===== config.mk =====
export PLATFORM = sky130hd
export DESIGN_NAME = id_ex_stage
export DESIGN_NICKNAME = d
export VERILOG_FILES = /design/src/rtl/cpu_ctrl_pkg.sv /design/src/rtl/load_use_detect.sv /design/src/rtl/id_ex_stage.sv
export SDC_FILE = /design/constraint.sdc
export NUM_CORES = 1
export LEC_CHECK = 0
export BUFFER_PORTS_ARGS = -buffer_cell sky130_fd_sc_hd__buf_2
export CORE_AREA = 5 5 167 169
export DETAILED_ROUTE_END_ITERATION = 10
export DIE_AREA = 0 0 172 174
export GPL_ROUTABILITY_DRIVEN = 1
export PLACE_DENSITY = 0.76
export SLEW_MARGIN = 40
export SYNTH_ARGS = -nofsm -noshare
export SYNTH_HDL_FRONTEND = slang
export SYNTH_HIERARCHICAL = 1
export SYNTH_SLANG_ARGS = --single-unit
export TNS_END_PERCENT = 100

===== constraint.sdc =====
create_clock -name clk -period 2.7 [get_ports clk]
set_input_delay 0.405 -clock clk [delete_from_list [all_inputs] [get_ports clk]]
set_output_delay 0.405 -clock clk [all_outputs]
set_load 0.01 [all_outputs]

===== src/rtl/cpu_ctrl_pkg.sv =====
// Shared control definitions for the five-stage MIPS core: ALU op codes,
// opcode/funct encodings, and the bit layout of the 14-bit control word.
package cpu_ctrl_pkg;

  // ALU operation codes
  localparam logic [3:0] ALU_SLL  = 4'd0;
  localparam logic [3:0] ALU_SRA  = 4'd1;
  localparam logic [3:0] ALU_SRL  = 4'd2;
  localparam logic [3:0] ALU_ADD  = 4'd5;
  localparam logic [3:0] ALU_SUB  = 4'd6;
  localparam logic [3:0] ALU_AND  = 4'd7;
  localparam logic [3:0] ALU_OR   = 4'd8;
  localparam logic [3:0] ALU_NOR  = 4'd10;
  localparam logic [3:0] ALU_SLT  = 4'd11;
  localparam logic [3:0] ALU_SLTU = 4'd12;

  // Primary opcodes
  localparam logic [5:0] OP_RTYPE  = 6'h00;
  localparam logic [5:0] OP_REGIMM = 6'h01;
  localparam logic [5:0] OP_J      = 6'h02;
  localparam logic [5:0] OP_JAL    = 6'h03;
  localparam logic [5:0] OP_BEQ    = 6'h04;
  localparam logic [5:0] OP_BNE    = 6'h05;
  localparam logic [5:0] OP_ADDI   = 6'h08;
  localparam logic [5:0] OP_ADDIU  = 6'h09;
  localparam logic [5:0] OP_SLTI   = 6'h0a;
  localparam logic [5:0] OP_ANDI   = 6'h0c;
  localparam logic [5:0] OP_ORI    = 6'h0d;
  localparam logic [5:0] OP_LW     = 6'h23;
  localparam logic [5:0] OP_LBU    = 6'h24;
  localparam logic [5:0] OP_SW     = 6'h2b;

  // R-type funct codes
  localparam logic [5:0] F_SLL     = 6'h00;
  localparam logic [5:0] F_SRL     = 6'h02;
  localparam logic [5:0] F_SRA     = 6'h03;
  localparam logic [5:0] F_JR      = 6'h08;
  localparam logic [5:0] F_SYSCALL = 6'h0c;
  localparam logic [5:0] F_ADD     = 6'h20;
  localparam logic [5:0] F_ADDU    = 6'h21;
  localparam logic [5:0] F_SUB     = 6'h22;
  localparam logic [5:0] F_AND     = 6'h24;
  localparam logic [5:0] F_OR      = 6'h25;
  localparam logic [5:0] F_NOR     = 6'h27;
  localparam logic [5:0] F_SLT     = 6'h2a;
  localparam logic [5:0] F_SLTU    = 6'h2b;

  // Control word layout, MSB first: the only place the bundle order lives
  localparam int CTRL_W          = 14;
  localparam int CTRL_MEM_TO_REG = 13;
  localparam int CTRL_MEM_WRITE  = 12;
  localparam int CTRL_ALU_SRC    = 11;
  localparam int CTRL_REG_WRITE  = 10;
  localparam int CTRL_SYSCALL    = 9;
  localparam int CTRL_REG_DST    = 8;
  localparam int CTRL_BEQ        = 7;
  localparam int CTRL_BNE        = 6;
  localparam int CTRL_JR         = 5;
  localparam int CTRL_JMP        = 4;
  localparam int CTRL_JAL        = 3;
  localparam int CTRL_BGEZ       = 2;
  localparam int CTRL_SV         = 1;
  localparam int CTRL_LBU        = 0;

  localparam logic [4:0] REG_RA = 5'd31;

  // jal links into $ra; R-type writes rd; everything else writes rt.
  function automatic logic [4:0] resolve_wr_reg(input logic [CTRL_W-1:0] ctrl,
                                                input logic [4:0] rt,
                                                input logic [4:0] rd);
    if (ctrl[CTRL_JAL])
      return REG_RA;
    else if (ctrl[CTRL_REG_DST])
      return rd;
    else
      return rt;
  endfunction

endpackage


===== src/rtl/load_use_detect.sv =====
// Combinational load-use hazard detector: an ID instruction that reads the
// destination of a load sitting in EX must wait one cycle.
module load_use_detect (
  input  logic       id_valid,
  input  logic       flush,
  input  logic [4:0] id_rs,
  input  logic [4:0] id_rt,
  input  logic       id_reg_dst,
  input  logic       id_mem_write,
  input  logic       id_beq,
  input  logic       id_bne,
  input  logic       id_sv,
  input  logic       ex_valid,
  input  logic       ex_mem_to_reg,
  input  logic [4:0] ex_wr_reg,
  output logic       load_use_stall
);

  logic rt_used;
  logic hazard;

  // rt is a source only for R-type ops, stores, two-register branches and sv.
  assign rt_used = id_reg_dst | id_mem_write | id_beq | id_bne | id_sv;

  assign hazard = ex_valid & ex_mem_to_reg & (ex_wr_reg != 5'd0) &
                  ((ex_wr_reg == id_rs) | (rt_used & (ex_wr_reg == id_rt)));

  // A flush discards the ID instruction, so stalling it would only delay the refetch.
  assign load_use_stall = id_valid & hazard & ~flush;

endmodule


===== src/rtl/id_ex_stage.sv =====
// ID/EX pipeline register with load-use stall generation, flush squashing
// and cycle/bubble/flush performance counters.
module id_ex_stage
  import cpu_ctrl_pkg::*;
#(
  parameter int DATA_W = 32,
  parameter int CNT_W  = 32
) (
  input  logic              clk,
  input  logic              rst_n,
  input  logic              en,
  input  logic              flush,
  input  logic              id_valid,
  input  logic [DATA_W-1:0] id_pc,
  input  logic [DATA_W-1:0] id_rs_data,
  input  logic [DATA_W-1:0] id_rt_data,
  input  logic [DATA_W-1:0] id_imm_ext,
  input  logic [4:0]        id_rs,
  input  logic [4:0]        id_rt,
  input  logic [4:0]        id_rd,
  input  logic [4:0]        id_shamt,
  input  logic [3:0]        id_alu_op,
  input  logic [CTRL_W-1:0] id_ctrl,
  output logic              ex_valid,
  output logic [DATA_W-1:0] ex_pc,
  output logic [DATA_W-1:0] ex_rs_data,
  output logic [DATA_W-1:0] ex_rt_data,
  output logic [DATA_W-1:0] ex_imm_ext,
  output logic [4:0]        ex_rs,
  output logic [4:0]        ex_rt,
  output logic [4:0]        ex_shamt,
  output logic [4:0]        ex_wr_reg,
  output logic [3:0]        ex_alu_op,
  output logic [CTRL_W-1:0] ex_ctrl,
  output logic              load_use_stall,
  output logic [CNT_W-1:0]  cycle_cnt,
  output logic [CNT_W-1:0]  bubble_cnt,
  output logic [CNT_W-1:0]  flush_cnt
);

  logic       take_id;
  logic [4:0] id_wr_reg;

  load_use_detect u_load_use_detect (
    .id_valid       (id_valid),
    .flush          (flush),
    .id_rs          (id_rs),
    .id_rt          (id_rt),
    .id_reg_dst     (id_ctrl[CTRL_REG_DST]),
    .id_mem_write   (id_ctrl[CTRL_MEM_WRITE]),
    .id_beq         (id_ctrl[CTRL_BEQ]),
    .id_bne         (id_ctrl[CTRL_BNE]),
    .id_sv          (id_ctrl[CTRL_SV]),
    .ex_valid       (ex_valid),
    .ex_mem_to_reg  (ex_ctrl[CTRL_MEM_TO_REG]),
    .ex_wr_reg      (ex_wr_reg),
    .load_use_stall (load_use_stall)
  );

  // Anything other than a real, unstalled, unflushed instruction becomes an all-zero bubble.
  assign take_id   = id_valid & ~flush & ~load_use_stall;
  assign id_wr_reg = resolve_wr_reg(id_ctrl, id_rt, id_rd);

  // NOTE: every register here is state, so it is assigned with <= only; blocking
  // assignments would let later statements see this edge's new values.
  always_ff @(posedge clk or negedge rst_n) begin
    if (!rst_n) begin
      ex_valid   <= 1'b0;
      ex_pc      <= '0;
      ex_rs_data <= '0;
      ex_rt_data <= '0;
      ex_imm_ext <= '0;
      ex_rs      <= '0;
      ex_rt      <= '0;
      ex_shamt   <= '0;
      ex_wr_reg  <= '0;
      ex_alu_op  <= '0;
      ex_ctrl    <= '0;
    end else if (en) begin
      ex_valid   <= take_id;
      ex_pc      <= take_id ? id_pc      : '0;
      ex_rs_data <= take_id ? id_rs_data : '0;
      ex_rt_data <= take_id ? id_rt_data : '0;
      ex_imm_ext <= take_id ? id_imm_ext : '0;
      ex_rs      <= take_id ? id_rs      : '0;
      ex_rt      <= take_id ? id_rt      : '0;
      ex_shamt   <= take_id ? id_shamt   : '0;
      ex_wr_reg  <= take_id ? id_wr_reg  : '0;
      ex_alu_op  <= take_id ? id_alu_op  : '0;
      ex_ctrl    <= take_id ? id_ctrl    : '0;
    end
  end

  // Counters wrap naturally at 2^CNT_W; flush outranks the stall it suppresses.
  always_ff @(posedge clk or negedge rst_n) begin
    if (!rst_n) begin
      cycle_cnt  <= '0;
      bubble_cnt <= '0;
      flush_cnt  <= '0;
    end else if (en) begin
      cycle_cnt <= cycle_cnt + 1'b1;
      if (flush)
        flush_cnt <= flush_cnt + 1'b1;
      else if (load_use_stall)
        bubble_cnt <= bubble_cnt + 1'b1;
    end
  end

endmodule


# [After elaboration in Yosys (flattened, before gate mapping)]
# Index checks and enable logic that the tools add are counted.
[word_totals] ram_bits=0 romBits=0 n_memories=0 latch_bits=0 register_bits=263 inputBits=171 out_inout_bits=264 word_cells=49
[op_classes] div_mod_pow=0 n_bitwise=15 mux=12 order_cmp=0 addsub=3 shifts=0 eq_ne=2 mul=0 n_reduce_logical=3
[op_table] cell="two-way mux 32 bit" n=4
[op_table] cell="adder 32 x 1 -> 32 bit, second input constant" n=3
[op_table] cell="two-way mux 5 bit" n=6
[op_table] cell="two-way mux 14 bit" n=1
[op_table] cell="equality test 5 bit" n=2
[op_table] cell="bitwise AND 1 bit" n=8
[op_table] cell="bitwise OR 1 bit" n=5
[op_table] cell="nonzero test 5 bit" n=1
[op_table] cell="two-way mux 4 bit" n=1
[op_table] cell="AND reduction 3 bit" n=1
[op_table] cell="NOT 1 bit" n=2
[op_table] cell="AND reduction 2 bit" n=1

# [Longest topological paths before layout]
[depth] depth_word=12 ltp_mapped=8 mapped_depth_nobuf=8

# [Cells and area by module]
# Netlist, hierarchy kept.
[by_module_without_submodules] mod="id_ex_stage" area_per_inst_um2=10229.8 instances=1 cells_per_inst=754 seq_area_each_um2=6581.3
[by_module_without_submodules] mod="load_use_detect" area_per_inst_um2=152.6 instances=1 cells_per_inst=19 seq_area_each_um2=0.0

# [Least setup slack after synthesis]
# OpenSTA, ideal clock, no wires.
[synth_timing] kind="register to register" start="reg ex_wr_reg[2]" end="reg bubble_cnt[21]" stages_incl_launch_ff=8 setup_time_ns=0.126 period_less_slack_ns=2.995 arrival_time_ns=2.869 required_ns=2.574 path_buffers=0 slack_ns=-0.295 path_cell_list="dfrtp_1 > xor2_1 > or4_1 > a221oi_2 > nand3b_2 > nor4_4 > or4b_1 > xnor2_1"
[synth_via] elab_chain_cells=7 word_cells_on_any_way=10 cone_classes="2 x eq/ne; 6 x bitwise; 2 x reduce/logical"
[synth_rtl] item="start, declared" line="id_ex_stage.sv:32" text="output logic [4:0] ex_wr_reg,"
[synth_rtl] item="start signal, assigned" line="id_ex_stage.sv:88" text="ex_wr_reg <= take_id ? id_wr_reg : '0;"
[synth_rtl] item="equality test 5 bit" line="load_use_detect.sv:26" text="((ex_wr_reg == id_rs) | (rt_used & (ex_wr_reg == id_rt)));"
[synth_rtl] item="bitwise AND 1 bit" line="load_use_detect.sv:26"
[synth_rtl] item="bitwise OR 1 bit" line="load_use_detect.sv:26"
[synth_rtl] item="bitwise AND 1 bit *" line="load_use_detect.sv:25" text="assign hazard = ex_valid & ex_mem_to_reg & (ex_wr_reg != 5'd0) &"
[synth_rtl] item="bitwise AND 1 bit * (2 in a row)" line="load_use_detect.sv:29" text="assign load_use_stall = id_valid & hazard & ~flush;"
[synth_rtl] item="named net load_use_stall" line="id_ex_stage.sv:35" text="output logic load_use_stall,"
[synth_rtl] item="AND reduction 3 bit (no line) *"
[synth_rtl] item="end signal, assigned" line="id_ex_stage.sv:105" text="bubble_cnt <= bubble_cnt + 1'b1;"
[synth_rtl] item="end, declared" line="id_ex_stage.sv:37" text="output logic [CNT_W-1:0] bubble_cnt,"
# The timed path passes the listed nets; every way through them passes the cells marked *.
# A chain may end at the register's enable or synchronous reset.

# [Worst setup path in the final report]
[layout_timing] start="reg ex_wr_reg[3]" end="reg bubble_cnt[21]"
[layout_via] elab_chain_cells=7 word_cells_on_any_way=10 cone_classes="2 x eq/ne; 6 x bitwise; 2 x reduce/logical"
[layout_rtl] item="equality test 5 bit" line="load_use_detect.sv:26"
[layout_rtl] item="bitwise AND 1 bit" line="load_use_detect.sv:26"
[layout_rtl] item="bitwise OR 1 bit" line="load_use_detect.sv:26"
[layout_rtl] item="bitwise AND 1 bit *" line="load_use_detect.sv:25"
[layout_rtl] item="bitwise AND 1 bit * (2 in a row)" line="load_use_detect.sv:29"
[layout_rtl] item="AND reduction 3 bit (no line) *"
# Every way passes the cells marked *; elsewhere a longest branch is shown, timed or not.

==> results.ini <==
[pwr]
power.leakage_uw = 0.007853
power-per-cell-area_mw_per_mm2 = 686.0
vdd.ir_drop.worst_uv = 589.2
total_power_uw = 9990

[clock_tree]
cts_buffers = 28
cts_tree = yes
clock_latency_ps = 530
clock_tree_root_driver_cell = sky130_fd_sc_hd__clkbuf_16
cts_max_path_buffers = 3
htree_num_levels = 1
clock_sink_count = 263
clkTransAtPathRegs_ps = 60

[routing]
via_per_inst = 5.225
detail_route.wl_per_cell_um = 19.92
drt-initial-drc-count = 450
route.antenna.remaining_nets = 0
route.final.wire_length_um = 32000
remaining_drc_errors = 0
drt-pass1-iter-count = 5
routed-via-count = 8391

[sta]
maxClockFrequency_mhz = 364.7
finalHoldViolCount = 0
unrepaired_setup_endpoints_after_global_routing = true
slew_headroom_pct = 45.67
worstMarginPinSlew_ps = 808.2
post-route-worst-setup-slack_ps = -41.97
report.final.setup_viol = 2
fin_crit_ps = 2742
finalClockSkew_ps = 10.72
layout_worst_path_cycle_share_pct = 101.6
maxSlewViolCount = 0

[yosys]
synth_cell_type_count = 39
synth.yosys.warnings = 6
synth_flop_cell = sky130_fd_sc_hd__dfrtp_1
number_of_cells_produced_by_synthesis = 773
synth_fp_nets = 947
asyncSetResetFlopFracSynth_pct = 100.0
synth_edf_count = 0
synth-seq-cells = 263
ys_seq_area_share_pct = 63.39
mean_area_per_synthesized_cell_um2 = 13.43
post_synthesis_cell_area_mm2 = 0.01038

[floorplan]
floorplan.initialDensity_pct = 39.29
row_count = 60
die_w_um = 172
placeableCoreArea_mm2 = 0.02643
io_pins = 435
overall_die_area_mm2 = 0.02993
die-height_um = 174

[grt]
grt_max_degree = 168
grt_first_pass_wirelength_um = 49500
antenna_found_initial = 3
track_usage_pct = 20.57
grt-ovfl-total = 0
via_count_of_the_first_global_routing_pass = 8829

[setup_path]
timing.critical_path.cells = xor2_2, or4_4, a221oi_4, buf_6, buf_6, nand3b_4, nor4_4, or4b_1, xnor2_1
crit_path_top_delay_cell = sky130_fd_sc_hd__or4_4
critical_path_peak_fanout = 4
arrival_ps = 3150
crit_top_cell = sky130_fd_sc_hd__buf_6
crit_type = flop to flop
worst_ep_required_time_ps = 3110
worst_setup_path_start_kind = flop
crit_path_max_incr_delay_ps = 540
critical_path.endpoint_type = flop

[place]
routabilityCongestion = 0.8524
numPlacedInstances = 1544
dpl.hpwl_um = 23480
placement.io_buffers = 434
post-place-ws_ps = -207.1

[finish]
drive_above_1_share_pct = 44.73
layout.core_utilization_pct = 55.10
area_delta_synth_final_pct = 40.25
final-instance-count-excl-fill = 1606
nets = 1415

[run_status]
outcome = finished with violations
failing_checks = negative setup slack

[run]
maxCapViolations = 0

[min_path]
min-delay-path-class = primary input to flop

## worst max-delay path, delay by kind of cell, from the launching register on
| kind | cells | cell delay, ps |
|---|---|---|
| DFF | 1 | 450 |
| xor gates and xnor gates | 2 | 320 |
| AOI/OAI and AO/OA | 1 | 290 |
| buffers and inverters | 2 | 240 |
| and+or+nand+nor | 4 | 1310 |
## placed cells by master, fill, tap and decap left out, drive strengths merged, types with 2 or more instances in the layout
cell / netlist / final
or4b: 2 / 2
or4: 2 / 2
xnor2: 81 / 81
nand4: 41 / 41
dfrtp: 263 / 263
buf: 2 / 481
nor2b: 5 / 5
a211o: 5 / 5
nor2: 10 / 10
and3: 19 / 19
clkbuf: 42 / 35
nand4b: 2 / 2
inv: 4 / 6
and4: 14 / 14
nor3: 7 / 7
diode: 0 / 2
a22o: 166 / 166
mux2: 2 / 2
nand3: 25 / 25
bufinv: 0 / 8
and2: 8 / 8
clkinv: 0 / 5
xor2: 22 / 22
nor4: 7 / 7
ha: 3 / 3
nand2: 34 / 34
clkinvlp: 0 / 2
## worst paths after layout
path	from	to	slack, ps	cells after the start
max in group asynchronous	rst_n	cycle_cnt[17]	1490	3
min	id_imm_ext[28]	ex_imm_ext[28]	80	2
min reg2reg	cycle_cnt[31]	cycle_cnt[31]	470	1
max	ex_wr_reg[3]	bubble_cnt[21]	-40	9
max reg2reg	ex_wr_reg[3]	bubble_cnt[21]	-40	9
min in group asynchronous	rst_n	bubble_cnt[15]	490	2
## logic make-up (layout without fill, tap and decap cells)
group,after synthesis,count (layout),synth area share (%)
multiplexers,2,2,0.2169
AND/OR/NAND/NOR,180,180,10.85
other,0,2,0
buffers and inverters,48,538,1.783
AO/OA/AOI/OAI,174,174,14.71
XOR/XNOR,103,103,8.689
flip-flops,263,263,63.39
adder cells (fa/ha/maj),3,3,0.3616
## repair_timing
item                                   4_1_cts  5_1_grt
setup endpoints to repair                   14       28
endpoints found under the hold margin       83        0
buffers inserted                             6        1
hold buffers                                 1        0
resized for setup                           14       10
pin swaps                                    7        2
## through the flow
step	TNS, ps	instance area (um^2)	hold slack (ps)
2_1_floorplan	-69.23	10410	109.4
3_3_place_gp	-3694	13280	457.5
3_5_place_dp	-12240	13280	463.6
4_1_cts	-143.5	14510	53.86
5_1_grt	-1451	14560	64.12
6_report	-79.01	14560	83.08
## area by class of cell
| class | instances | area, um^2 |
|---|---|---|
| timing repair buffer | 482 | 2698 |
| antenna | 2 | 5.005 |
| fill | 2228 | 11860 |
| multi-input combinational | 462 | 3731 |
| clock buffer | 35 | 788.3 |
| tap | 341 | 426.7 |
| inverter | 4 | 20.02 |
| clock inverter | 17 | 305.3 |
| sequential | 263 | 6588 |
## cells in the mapped netlist (5+ instances only)
cell                       count  area [um^2]
sky130_fd_sc_hd__a211o_1       5        43.79
sky130_fd_sc_hd__a22o_1      166         1454
sky130_fd_sc_hd__and2_1        7        43.79
sky130_fd_sc_hd__and3_1       18        112.6
sky130_fd_sc_hd__and4_1       14        122.6
sky130_fd_sc_hd__clkbuf_1     42        157.7
sky130_fd_sc_hd__dfrtp_1     263         6581
sky130_fd_sc_hd__nand2_1      34        127.6
sky130_fd_sc_hd__nand3_1      25        125.1
sky130_fd_sc_hd__nand4_1      39        244.0
sky130_fd_sc_hd__nor2_1       10        37.54
sky130_fd_sc_hd__nor2b_1       5        31.28
sky130_fd_sc_hd__nor3_1        5        25.02
sky130_fd_sc_hd__xnor2_1      81        709.4
sky130_fd_sc_hd__xor2_1       22        192.7
## report_power, final
part / switching [uW] / leakage, uW / internal, uW / total [uW]
Sequential: 219 / 0.00356 / 4180 / 4400
Clock: 1600 / 0.000531 / 2840 / 4440
Combinational: 627 / 0.00376 / 522 / 1150
## metal layers
layer	track usage (%)	up-vias	routed length [um]
li1	-	3822	-
met1	26.17	4149	12510
met3	5.617	67	2979
met2	33.76	351	15320
met4	7.239	2	1177
met5	0	-	7
(Power assumes the default switching activity.)
